--- config.mk ---
export PLATFORM = sky130hd
export DESIGN_NAME = dii_packet_fifo
export DESIGN_NICKNAME = d
export VERILOG_FILES = /design/src/rtl/dii_packet_fifo.sv
export SDC_FILE = /design/constraint.sdc
export NUM_CORES = 1
export LEC_CHECK = 0
export CAP_MARGIN = 30
export CORE_MARGIN = 10
export CORE_UTILIZATION = 50
export DETAILED_ROUTE_END_ITERATION = 7
export GPL_TIMING_DRIVEN = 0
export HOLD_SLACK_MARGIN = 0.05
export PLACE_DENSITY = 0.73
export SLEW_MARGIN = 20
export SYNTH_ARGS = -nofsm -noshare
export SYNTH_HDL_FRONTEND = slang
export SYNTH_SLANG_ARGS = --single-unit
export TNS_END_PERCENT = 50
--- constraint.sdc ---
create_clock -name clk -period 6.8 [get_ports clk]
set_input_delay 1.02 -clock clk [delete_from_list [all_inputs] [get_ports clk]]
set_output_delay 1.02 -clock clk [all_outputs]
set_load 0.005 [all_outputs]
--- src/rtl/dii_packet_fifo.sv ---
// Circular-buffer FIFO for dii_flit streams with occupancy/packet counters, head-packet
// length tracking, synchronous flush and oversize-packet recovery in full-packet mode.
package dii_pkg;
  typedef struct packed {
    logic        valid;
    logic        last;
    logic [15:0] data;
  } dii_flit;
endpackage

module dii_packet_fifo
  import dii_pkg::*;
#(
  parameter int DEPTH      = 16,
  parameter bit FULLPACKET = 1'b0
) (
  input  logic                   clk,
  input  logic                   rst,
  input  logic                   flush,
  input  dii_flit                flit_in,
  output logic                   flit_in_ready,
  output dii_flit                flit_out,
  input  logic                   flit_out_ready,
  output logic [$clog2(DEPTH):0] occupancy,
  output logic [$clog2(DEPTH):0] packet_count,
  output logic [$clog2(DEPTH):0] packet_size,
  output logic                   oversize
);
  localparam int            AW   = $clog2(DEPTH);
  localparam logic [AW:0]   ONE  = 1;
  localparam logic [AW-1:0] LONE = 1;

  logic [AW:0]   r_wp, r_rp, r_in_len, r_pcnt;
  logic [AW-1:0] r_lwp, r_lrp;
  logic [16:0]   r_ram [DEPTH];
  logic [AW:0]   r_len [DEPTH];
  logic          r_forced, r_taint, r_oversize;

  logic w_full, w_empty, w_push, w_pop, w_push_cnt, w_pop_cnt, w_force;

  assign w_full        = (r_wp ^ r_rp) == {1'b1, {AW{1'b0}}};
  assign w_empty       = (r_wp == r_rp);
  assign flit_in_ready = !w_full && !flush;
  assign w_push        = flit_in.valid && flit_in_ready;

  always_comb begin
    flit_out.valid = !w_empty && (!FULLPACKET || (r_pcnt != '0) || r_forced);
    flit_out.last  = r_ram[r_rp[AW-1:0]][16];
    flit_out.data  = r_ram[r_rp[AW-1:0]][15:0];
  end

  assign w_pop      = flit_out.valid && flit_out_ready;
  // Tainted (forced) packets are never counted; while forced, the head is always the forced packet.
  assign w_push_cnt = w_push && flit_in.last && !r_taint;
  assign w_pop_cnt  = w_pop && flit_out.last && !r_forced;
  assign w_force    = FULLPACKET && w_full && (r_pcnt == '0) && !r_forced;

  assign occupancy    = r_wp - r_rp;
  assign packet_count = r_pcnt;
  assign packet_size  = (FULLPACKET && (r_pcnt != '0)) ? r_len[r_lrp] : '0;
  assign oversize     = r_oversize;

  always_ff @(posedge clk) begin
    if (!rst || flush) begin
      r_wp       <= '0;
      r_rp       <= '0;
      r_in_len   <= '0;
      r_pcnt     <= '0;
      r_lwp      <= '0;
      r_lrp      <= '0;
      r_forced   <= 1'b0;
      r_taint    <= 1'b0;
      r_oversize <= 1'b0;
    end else begin
      if (w_push) r_wp <= r_wp + ONE;
      if (w_pop)  r_rp <= r_rp + ONE;
      if (w_push) begin
        if (flit_in.last) begin
          r_in_len <= '0;
          r_taint  <= 1'b0;
        end else begin
          r_in_len <= r_in_len + ONE;
        end
      end
      // Forcing only happens when full, so it never coincides with a push.
      if (w_force) r_taint <= 1'b1;
      r_oversize <= w_force;
      if (w_force)                                   r_forced <= 1'b1;
      else if (w_pop && flit_out.last && r_forced)   r_forced <= 1'b0;
      if (w_push_cnt) r_lwp <= r_lwp + LONE;
      if (w_pop_cnt)  r_lrp <= r_lrp + LONE;
      case ({w_push_cnt, w_pop_cnt})
        2'b10:   r_pcnt <= r_pcnt + ONE;
        2'b01:   r_pcnt <= r_pcnt - ONE;
        default: r_pcnt <= r_pcnt;
      endcase
    end
  end

  // Storage arrays carry no reset; pointers define what is valid.
  always_ff @(posedge clk) begin
    if (w_push)     r_ram[r_wp[AW-1:0]] <= {flit_in.last, flit_in.data};
    if (w_push_cnt) r_len[r_lwp]        <= r_in_len + ONE;
  end
endmodule

==> metrics.txt <==
xor/xnor share of the synthesized area 1.140%; max frequency 0.2410 GHz; Clock Skews 15.39 ps; total of max-cap violations 0; total die area 29530 sq um; main combinational cell family by area after synthesis multiplexers; Worst VDD drop 0.1661 mV; worst hold path type reg2reg; final wirelength 24.61 mm; YS warnings 0; asr flop ratio synth 0%; Critical Path, Cell by Cell buf_2 -> nor2b_1 -> clkbuf_1 -> clkbuf_1 -> a22oi_1 -> nand2_1 -> clkdlybuf4s50_1; Die Wd 171.8 um; R2R Path End packet_count[4]; Residual DRC 0; GR Util All Layers 17.06%; Area growth syn-to-layout 17.34%; filler cell count 1617; Yosys reg bits 291; leakage 4.335 nW; register area share after synthesis 74.15%; H-Tree Depth 1; clk slew on worst S/H paths 60 ps; syn avg cell area 20.05 sq um; fin crit period 4150 ps; outcome finished, final reports clean; CTS Hold Bufs 0; leading register cell type out of synthesis edfxtp_1; crit path kind reg2out; Wirelength per Cell 25.22 um; postcts setup bufs 0; CP max stage delay 620 ps; hold path depth 2; DP Wirelength 15.30 mm; final-report setup violation count 0; Syn Inst Count 575; Critical Path Most Common Cell clkbuf_1; final hold violation count 0; DRT antenna net count 0; PostCTS Resize Cnt 0; Setup TNS 0 ps; Starting Density 50.92%; largest net degree at the start of global routing 19; CTS tree built; CTS Buffer Depth 3; synthesized area 11530 sq um; vias in the first global route 6301; Root Buffer clkbuf_16; worst rel slew slack 35.88%; Compound-Gate Fraction of Synth Area 3.462%; Total Power 0.003621 W; critical path peak fanout 10; start of the worst register-to-register path r_wp[0]; Vias 5869; unrepaired setup endpoints after global routing no; adder-cell share of the synthesized area 1.758%; worst slew pin tran 951.7 ps; Placer Congestion 0.8110; FP Rows 55; Arr. time, crit path 3130 ps; Final Max Tran Viols 0; iteration-0 DRC count of the detailed router 523; fin nets 706; layout cell share with drive strength beyond 1 20.84%; Hold Path Sink packet_count[4]; Synth cell types 40; worst r2r path cells 12; Power Density 267.6 nW/um^2; clock latency at the later pin of the worst-skew pair 540 ps; multiplexer share of the synthesized area 14.02%; total gr overflow 0; Crit. End Element primary output; number of synthesized flops with an enable pin 272; n_diodes 0; I/O Buffers 50; Vias/cell 6.013; TritonRoute pass-1 iters 5; Die H 171.8 um; initial antenna violation count 0; Setup crit start kind flop; first-pass GRT wire length 37.55 mm; Simple-Gate Fraction of Synth Area 3.104%; Critical Path RT 5780 ps; CP max-delay cell clkbuf_1; clock tree sinks 291; Core ar. 22640 sq um; Worst Hold Launch packet_count[4]; IO Count 57; number of CTS-inserted buffers 29; fin crit share 61.02%; flop2flop setup slack 3240 ps
## worst max path at each step
stage	start	endpoint
floorplan	r_wp[0]	r_ram[0][0]
global route	flop	flit_out[13]
CTS	flop	flit_out[13]
detailed placement	flit_out_ready	packet_count[4]
finish	flop	flit_out[13]
global placement	flush	r_ram[0][7]
## cells in the final DEF, fill, tap and decap left out, types with 3 or more instances in the layout
| master | Yosys | final |
|---|---|---|
| a21o_1 | 3 | 3 |
| a21oi_1 | 10 | 10 |
| a22oi_1 | 32 | 32 |
| buf_2 | 10 | 10 |
| buf_4 | 6 | 9 |
| buf_6 | 2 | 7 |
| clkbuf_1 | 12 | 18 |
| clkbuf_16 | 0 | 30 |
| clkbuf_8 | 0 | 3 |
| clkdlybuf4s50_1 | 0 | 50 |
| clkinv_1 | 0 | 6 |
| conb_1 | 1 | 6 |
| dfxtp_1 | 19 | 19 |
| edfxtp_1 | 272 | 272 |
| ha_1 | 13 | 13 |
| inv_1 | 13 | 13 |
| mux2i_1 | 4 | 4 |
| mux4_1 | 12 | 12 |
| mux4_2 | 56 | 56 |
| nand2_1 | 23 | 23 |
| nand2b_1 | 5 | 5 |
| nand3_1 | 4 | 4 |
| nand4_1 | 3 | 3 |
| nor2_1 | 31 | 20 |
| nor2_4 | 0 | 11 |
| nor2b_1 | 4 | 4 |
| nor3_2 | 0 | 4 |
| xnor2_1 | 10 | 10 |
| xor2_1 | 5 | 5 |
## cell families after synthesis
logic type,Yosys count
flip-flops,291
XOR/XNOR,15
multiplexers,72
other,1
buffers and inverters,48
AND/OR/NAND/NOR,79
AO/OA/AOI/OAI,54
adder cells (fa/ha/maj),15
## Yosys cell counts (3+ instances only)
cell | n | share of area, %
ha_1 | 13 | 1.4
a21o_1 | 3 | 0.20
buf_2 | 10 | 0.43
clkbuf_1 | 12 | 0.39
dfxtp_1 | 19 | 3.3
buf_4 | 6 | 0.39
inv_1 | 13 | 0.42
edfxtp_1 | 272 | 71
nor2b_1 | 4 | 0.22
xor2_1 | 5 | 0.38
mux4_1 | 12 | 2.7
nand2b_1 | 5 | 0.27
mux2i_1 | 4 | 0.35
a22oi_1 | 32 | 2.1
nor3_1 | 4 | 0.17
nand3_1 | 4 | 0.17
nand4_1 | 3 | 0.16
nand2_1 | 23 | 0.75
xnor2_1 | 10 | 0.76
a21oi_1 | 10 | 0.43
nor2_1 | 31 | 1.0
mux4_2 | 56 | 11
## through the flow
stage / util (%) / area, sq um / worst slack [ps] / cells / hold WS [ps]
after floorplan: - / 11550 / 3576 / 580 / 462.3
after global placement: 54.79 / 12400 / 1730 / 915 / 457.7
after detailed placement: 55.60 / 12590 / 2776 / 923 / 486.0
after CTS: 59.75 / 13530 / 2572 / 976 / 496.3
after global routing: 59.75 / 13530 / 2466 / 976 / 533.5
final: 59.75 / 13530 / 2650 / 976 / 490.1
## metal layers
| layer | wire (um) | track usage, % | vias up |
|---|---|---|---|
| li1 | - | - | 2522 |
| met1 | 9850 | 21.82 | 3039 |
| met3 | 1738 | 3.323 | 55 |
| met2 | 12300 | 28.75 | 253 |
| met5 | 0 | 0 | - |
| met4 | 720 | 5.622 | 0 |
## report_power, final
part / leakage [nW] / internal [W] / switching [W] / total (W)
clock network: 0.457 / 0.000914 / 0.000644 / 0.00156
registers: 2.60 / 0.00196 / 0.00000223 / 0.00197
logic: 1.27 / 0.0000440 / 0.0000530 / 0.0000970
total: 4.34 / 0.00292 / 0.000699 / 0.00362
## sequential cells by signal (all words and copies together), names as in the netlist, named ones only
signal	count
r_wp	5
packet_count	5
r_ram	272
r_rp	5
## layout make-up
class	instances	area [sq um]	area share (%)
Buffer	35	220.2	1.628
Clock buffer	39	814.5	6.021
Clock inverter	14	126.4	0.9341
Inverter	13	48.80	0.3607
Multi-Input combinational cell	241	2834	20.95
Sequential cell	291	8548	63.19
Tap cell	285	356.6	2.636
Timing Repair Buffer	58	579.3	4.282
## worst max-delay path: cells and delay by family, from the launching register on
kind	cells	cell delay, ps
buffers and inverters	4	1790
AOI/OAI and AO/OA	1	210
DFF	1	310
and+or+nand+nor	2	290
No activity file was read; power rests on OpenSTA's default activity.
